`config.mk`:
```
export PLATFORM = sky130hd
export DESIGN_NAME = axis_update_scheduler
export DESIGN_NICKNAME = d
export VERILOG_FILES = /design/src/rtl/axis_update_scheduler.sv
export SDC_FILE = /design/constraint.sdc
export NUM_CORES = 1
export LEC_CHECK = 0
export CORE_MARGIN = 2
export CORE_UTILIZATION = 47
export CTS_CLUSTER_SIZE = 10
export DETAILED_ROUTE_END_ITERATION = 8
export PLACE_DENSITY_LB_ADDON = 0.1
export SYNTH_ARGS = -nofsm -noshare
export SYNTH_HDL_FRONTEND = slang
export SYNTH_SLANG_ARGS = --single-unit
```
`constraint.sdc`:
```
create_clock -name clk -period 2.5 [get_ports clk]
set_input_delay 0.25 -clock clk [delete_from_list [all_inputs] [get_ports clk]]
set_output_delay 0.25 -clock clk [all_outputs]
set_load 0.03 [all_outputs]
```
`src/rtl/axis_update_scheduler.sv`:
```
// Serves the X, Y and Z position registers through one shared external 4-bit
// adder-subtractor: each tick snapshots the commands, then runs one ALU pass per axis.
module axis_update_scheduler #(
  parameter int W = 4
) (
  input  logic         clk,
  input  logic         rst,
  input  logic         tick,
  input  logic [1:0]   mode_x,
  input  logic [1:0]   mode_y,
  input  logic [1:0]   mode_z,
  input  logic [W-1:0] delta_x,
  input  logic [W-1:0] delta_y,
  input  logic [W-1:0] delta_z,
  output logic         alu_mode,
  output logic [W-1:0] alu_a,
  output logic [W-1:0] alu_b,
  output logic         alu_cin,
  input  logic [W-1:0] alu_sum,
  input  logic         alu_cout,
  output logic [W-1:0] pos_x,
  output logic [W-1:0] pos_y,
  output logic [W-1:0] pos_z,
  output logic [2:0]   wrap,
  output logic         busy,
  output logic         done,
  output logic         overrun
);

  typedef enum logic [2:0] {IDLE, SX, SY, SZ, DONE} state_t;

  localparam logic [1:0] MODE_HOLD = 2'b00;
  localparam logic [1:0] MODE_ADD  = 2'b01;
  localparam logic [1:0] MODE_SUB  = 2'b10;
  localparam logic [1:0] MODE_LOAD = 2'b11;

  state_t       state;
  logic [1:0]   snap_mode_x, snap_mode_y, snap_mode_z;
  logic [W-1:0] snap_delta_x, snap_delta_y, snap_delta_z;

  logic         serving;
  logic [1:0]   cur_mode;
  logic [W-1:0] cur_delta;
  logic [W-1:0] cur_pos;
  logic [W-1:0] next_pos;
  logic         next_wrap;

  // Select the axis being served this cycle; nothing is selected in IDLE/DONE.
  always_comb begin
    serving   = 1'b0;
    cur_mode  = MODE_HOLD;
    cur_delta = '0;
    cur_pos   = '0;
    case (state)
      SX: begin
        serving   = 1'b1;
        cur_mode  = snap_mode_x;
        cur_delta = snap_delta_x;
        cur_pos   = pos_x;
      end
      SY: begin
        serving   = 1'b1;
        cur_mode  = snap_mode_y;
        cur_delta = snap_delta_y;
        cur_pos   = pos_y;
      end
      SZ: begin
        serving   = 1'b1;
        cur_mode  = snap_mode_z;
        cur_delta = snap_delta_z;
        cur_pos   = pos_z;
      end
      default: begin
        serving = 1'b0;
      end
    endcase
  end

  assign alu_mode = serving && (cur_mode == MODE_SUB);
  assign alu_cin  = alu_mode;
  assign alu_a    = cur_pos;
  assign alu_b    = cur_delta;
  assign busy     = (state != IDLE);

  // A subtract reports borrow, which is the inverse of the ALU carry out.
  always_comb begin
    next_pos  = cur_pos;
    next_wrap = 1'b0;
    case (cur_mode)
      MODE_ADD: begin
        next_pos  = alu_sum;
        next_wrap = alu_cout;
      end
      MODE_SUB: begin
        next_pos  = alu_sum;
        next_wrap = ~alu_cout;
      end
      MODE_LOAD: begin
        next_pos  = cur_delta;
        next_wrap = 1'b0;
      end
      default: begin
        next_pos  = cur_pos;
        next_wrap = 1'b0;
      end
    endcase
  end

  // Sequencer: a tick is accepted only in IDLE; any tick while busy is dropped and flagged.
  always_ff @(posedge clk) begin
    if (rst) begin
      state        <= IDLE;
      pos_x        <= '0;
      pos_y        <= '0;
      pos_z        <= '0;
      wrap         <= '0;
      done         <= 1'b0;
      overrun      <= 1'b0;
      snap_mode_x  <= MODE_HOLD;
      snap_mode_y  <= MODE_HOLD;
      snap_mode_z  <= MODE_HOLD;
      snap_delta_x <= '0;
      snap_delta_y <= '0;
      snap_delta_z <= '0;
    end else begin
      overrun <= tick && (state != IDLE);
      done    <= (state == SZ);
      case (state)
        IDLE: begin
          if (tick) begin
            snap_mode_x  <= mode_x;
            snap_mode_y  <= mode_y;
            snap_mode_z  <= mode_z;
            snap_delta_x <= delta_x;
            snap_delta_y <= delta_y;
            snap_delta_z <= delta_z;
            state        <= SX;
          end
        end
        SX: begin
          pos_x   <= next_pos;
          wrap[0] <= next_wrap;
          state   <= SY;
        end
        SY: begin
          pos_y   <= next_pos;
          wrap[1] <= next_wrap;
          state   <= SZ;
        end
        SZ: begin
          pos_z   <= next_pos;
          wrap[2] <= next_wrap;
          state   <= DONE;
        end
        DONE: begin
          state <= IDLE;
        end
        default: begin
          state <= IDLE;
        end
      endcase
    end
  end

endmodule

```
==> results.sh <==
export IMPL_die_area_um2=4495
export IMPL_syn_area_per_cell_um2=8.729
export IMPL_antenna_found_initial=0
export IMPL_path_clk_slew_ns=0.07
export IMPL_synthesis_area_um2=1868
export IMPL_num_rows=22
export IMPL_hold_path_class="register to register"
export IMPL_grt_usage=0.2049
export IMPL_grt_pass1_vias=1521
export IMPL_cts_made_buffers=5
export IMPL_clk_latency_ns=0.28
export IMPL_tns_ns=0
export IMPL_syn_num_nets=244
export IMPL_cts_hold_repair_buffers=0
export IMPL_grt_setup_unrepaired="no"
export IMPL_hold_violations=0
export IMPL_drt_first_pass_iters=4
export IMPL_gp_congestion=0.7828
export IMPL_drc=0
export IMPL_antenna_left=0
export IMPL_max_stage_delay_ns=0.47
export IMPL_path_class="register to register"
export IMPL_grt_pass1_wl_mm=6.975
export IMPL_ys_warn_count=0
export IMPL_layout_common_cells="nand2_1 (43), clkdlybuf4s50_1 (43), dfxtp_1 (38)"
export IMPL_viasPerCell=5.404
export IMPL_fmax_mhz=433.7
export IMPL_cpMaxStageDelayCell="dfxtp_1"
export IMPL_required_ns=2.63
export IMPL_ir_drop_mv=0.4097
export IMPL_busiest_layer="met2"
export IMPL_wl_mm=4.301
export IMPL_status="completed"
export IMPL_dpl_instance_area_um2=2366
export IMPL_wl_per_cell_um=13.79
export IMPL_slew_viol_final=0
export IMPL_cts_root_buf="clkbuf_8"
export IMPL_post_route_cell_area_um2=2472
export IMPL_cts_max_level=2
export IMPL_fin_skew_ns=0.007042
export IMPL_tritoncts="built"
export IMPL_drive_gt1_frac=0.1667
export IMPL_cap_violations=0
export IMPL_diodes=0
export IMPL_cts_sinks=38
export IMPL_grt_max_degree=39
export IMPL_cp_start_kind="register"
export IMPL_first_iter_violations=164
export IMPL_die_height_um=67.05
export IMPL_post_cts_buffers=0
export IMPL_yosysUniqueCellTypes=36
export IMPL_globalRouteOverflowTotal=0
export IMPL_met3_usage=0.04223
export IMPL_critPathMaxFanout=7
export IMPL_fin_util=0.6604
export IMPL_crit_chain="mux2_2 -> nand2_1 -> a21oi_1 -> ha_1 -> and3b_1 -> a221oi_1 -> a311oi_1"
export IMPL_met1_usage=0.2526
export IMPL_area_growth_pct=32.35
export IMPL_final_net_count=293
export IMPL_synthCells=214
export IMPL_core_um2=3744
export IMPL_ys_ff_latch=38
export IMPL_dp_hpwl_mm=3.059
export IMPL_die_x_um=67.05
export IMPL_crit_arrival_ns=2.43
export IMPL_grt_use_met2=0.3502
export IMPL_cts_buffer_depth=2
export IMPL_vias=1686
export IMPL_start_util=0.4990
export IMPL_p_leak_nw=0.9380
export IMPL_tightest_slew_ns=0.5912
export IMPL_post_route_period_util=0.9222
export IMPL_slew_headroom=0.6050
export IMPL_cts_resized=0
export IMPL_ios=54
export IMPL_p_per_area_nw_per_um2=572.5
export IMPL_cp_end_kind="register"
export IMPL_yosysSeqAreaShare=0.4072
export IMPL_period_minus_slack_ns=2.306
export IMPL_io_buffers=53
export IMPL_setup_viol=0
stage by stage:
| stage | worst slack [ns] | std cells | hold WS (ns) | power, mW |
|---|---|---|---|---|
| after floorplan | 0.2565 | 214 | 0.3860 | 0.8974 |
| after global placement | 0.2536 | 304 | 0.4419 | 0.9938 |
| after detailed placement | 0.2172 | 304 | 0.4452 | 0.9968 |
| after CTS | 0.2033 | 312 | 0.4560 | 1.419 |
| after global routing | 0.003778 | 312 | 0.4829 | 1.487 |
| final | 0.1945 | 312 | 0.4587 | 1.416 |
cell families (layout without fill, tap and decap cells):
| kind of cell | Yosys count | after routing | synth area share |
|---|---|---|---|
| AO/OA/AOI/OAI | 54 | 54 | 0.1969 |
| XOR/XNOR | 1 | 1 | 0.004689 |
| adder cells (fa/ha/maj) | 4 | 4 | 0.02679 |
| buffers and inverters | 20 | 70 | 0.07099 |
| flip-flops | 38 | 38 | 0.4072 |
| multiplexers | 11 | 11 | 0.06564 |
| AND/OR/NAND/NOR | 86 | 86 | 0.2277 |
power breakdown:
| group | internal, mW | switching [mW] | leakage, nW |
|---|---|---|---|
| Sequential | 0.642 | 0.0240 | 0.310 |
| Combinational | 0.145 | 0.175 | 0.580 |
| Clock | 0.222 | 0.207 | 0.0482 |
path summary, 6_finish.rpt:
path	start	end	slack, ns	cells after the start
setup reg to reg	state[1]	pos_y[1]	0.19	7
hold / removal	snap_mode_x[0]	snap_mode_x[0]	0.46	2
setup / recovery	state[1]	pos_y[1]	0.19	7
hold reg to reg	snap_mode_x[0]	snap_mode_x[0]	0.46	2
synth_stat cells (all sizes together):
master / number / area [um^2]
nand2: 43 / 161.4
dfxtp: 38 / 760.7
nor2: 25 / 93.84
a21oi: 23 / 115.1
buf: 12 / 102.6
a211oi: 10 / 75.07
mux2: 10 / 112.6
a22oi: 8 / 60.06
clkbuf: 6 / 22.52
ha: 4 / 50.05
a21o: 3 / 22.52
a221oi: 3 / 26.28
a311oi: 3 / 26.28
and3b: 3 / 26.28
nor3b: 3 / 27.52
nor4b: 3 / 47.54
inv: 2 / 7.510
o221a: 2 / 22.52
a21bo: 1 / 10.01
a221o: 1 / 10.01
and2: 1 / 6.260
and4bb: 1 / 12.51
mux2i: 1 / 10.01
nand3b: 1 / 7.510
nor2b: 1 / 6.260
nor3: 1 / 5.000
nor4: 1 / 6.260
or3: 1 / 6.260
or3b: 1 / 8.760
or4b: 1 / 10.01
xnor2: 1 / 8.760
sequential cells by signal, summed over array words and instances (netlist names), 3 cells and up:
name          flops
wrap              3
snap_delta_x      4
snap_delta_z      4
pos_y             4
state             3
pos_x             4
pos_z             4
snap_delta_y      4
critical path: cells and delay by family, from the launching register on:
family,cells,cell delay (ns)
compound gates,3,0.74
flops,1,0.47
mux,1,0.37
simple gates,2,0.32
fa+ha+maj,1,0.25
area by class of cell:
type,count,area [um^2]
clock buffers,7,86.33
clock inverters,1,5.005
fillers,351,1271
inverters,2,7.507
multi-input cells,156,994.7
flip-flops and latches,38,760.7
well taps,48,60.06
repair buffers,60,558.0
metal layers:
metal / part of all wire / routed length [um]
met3: 0.039 / 169
met1: 0.45 / 1926
met2: 0.51 / 2181
met4: 0.0053 / 23
met5: 0 / 0
Note: power is estimated with default switching activity, not from simulation.
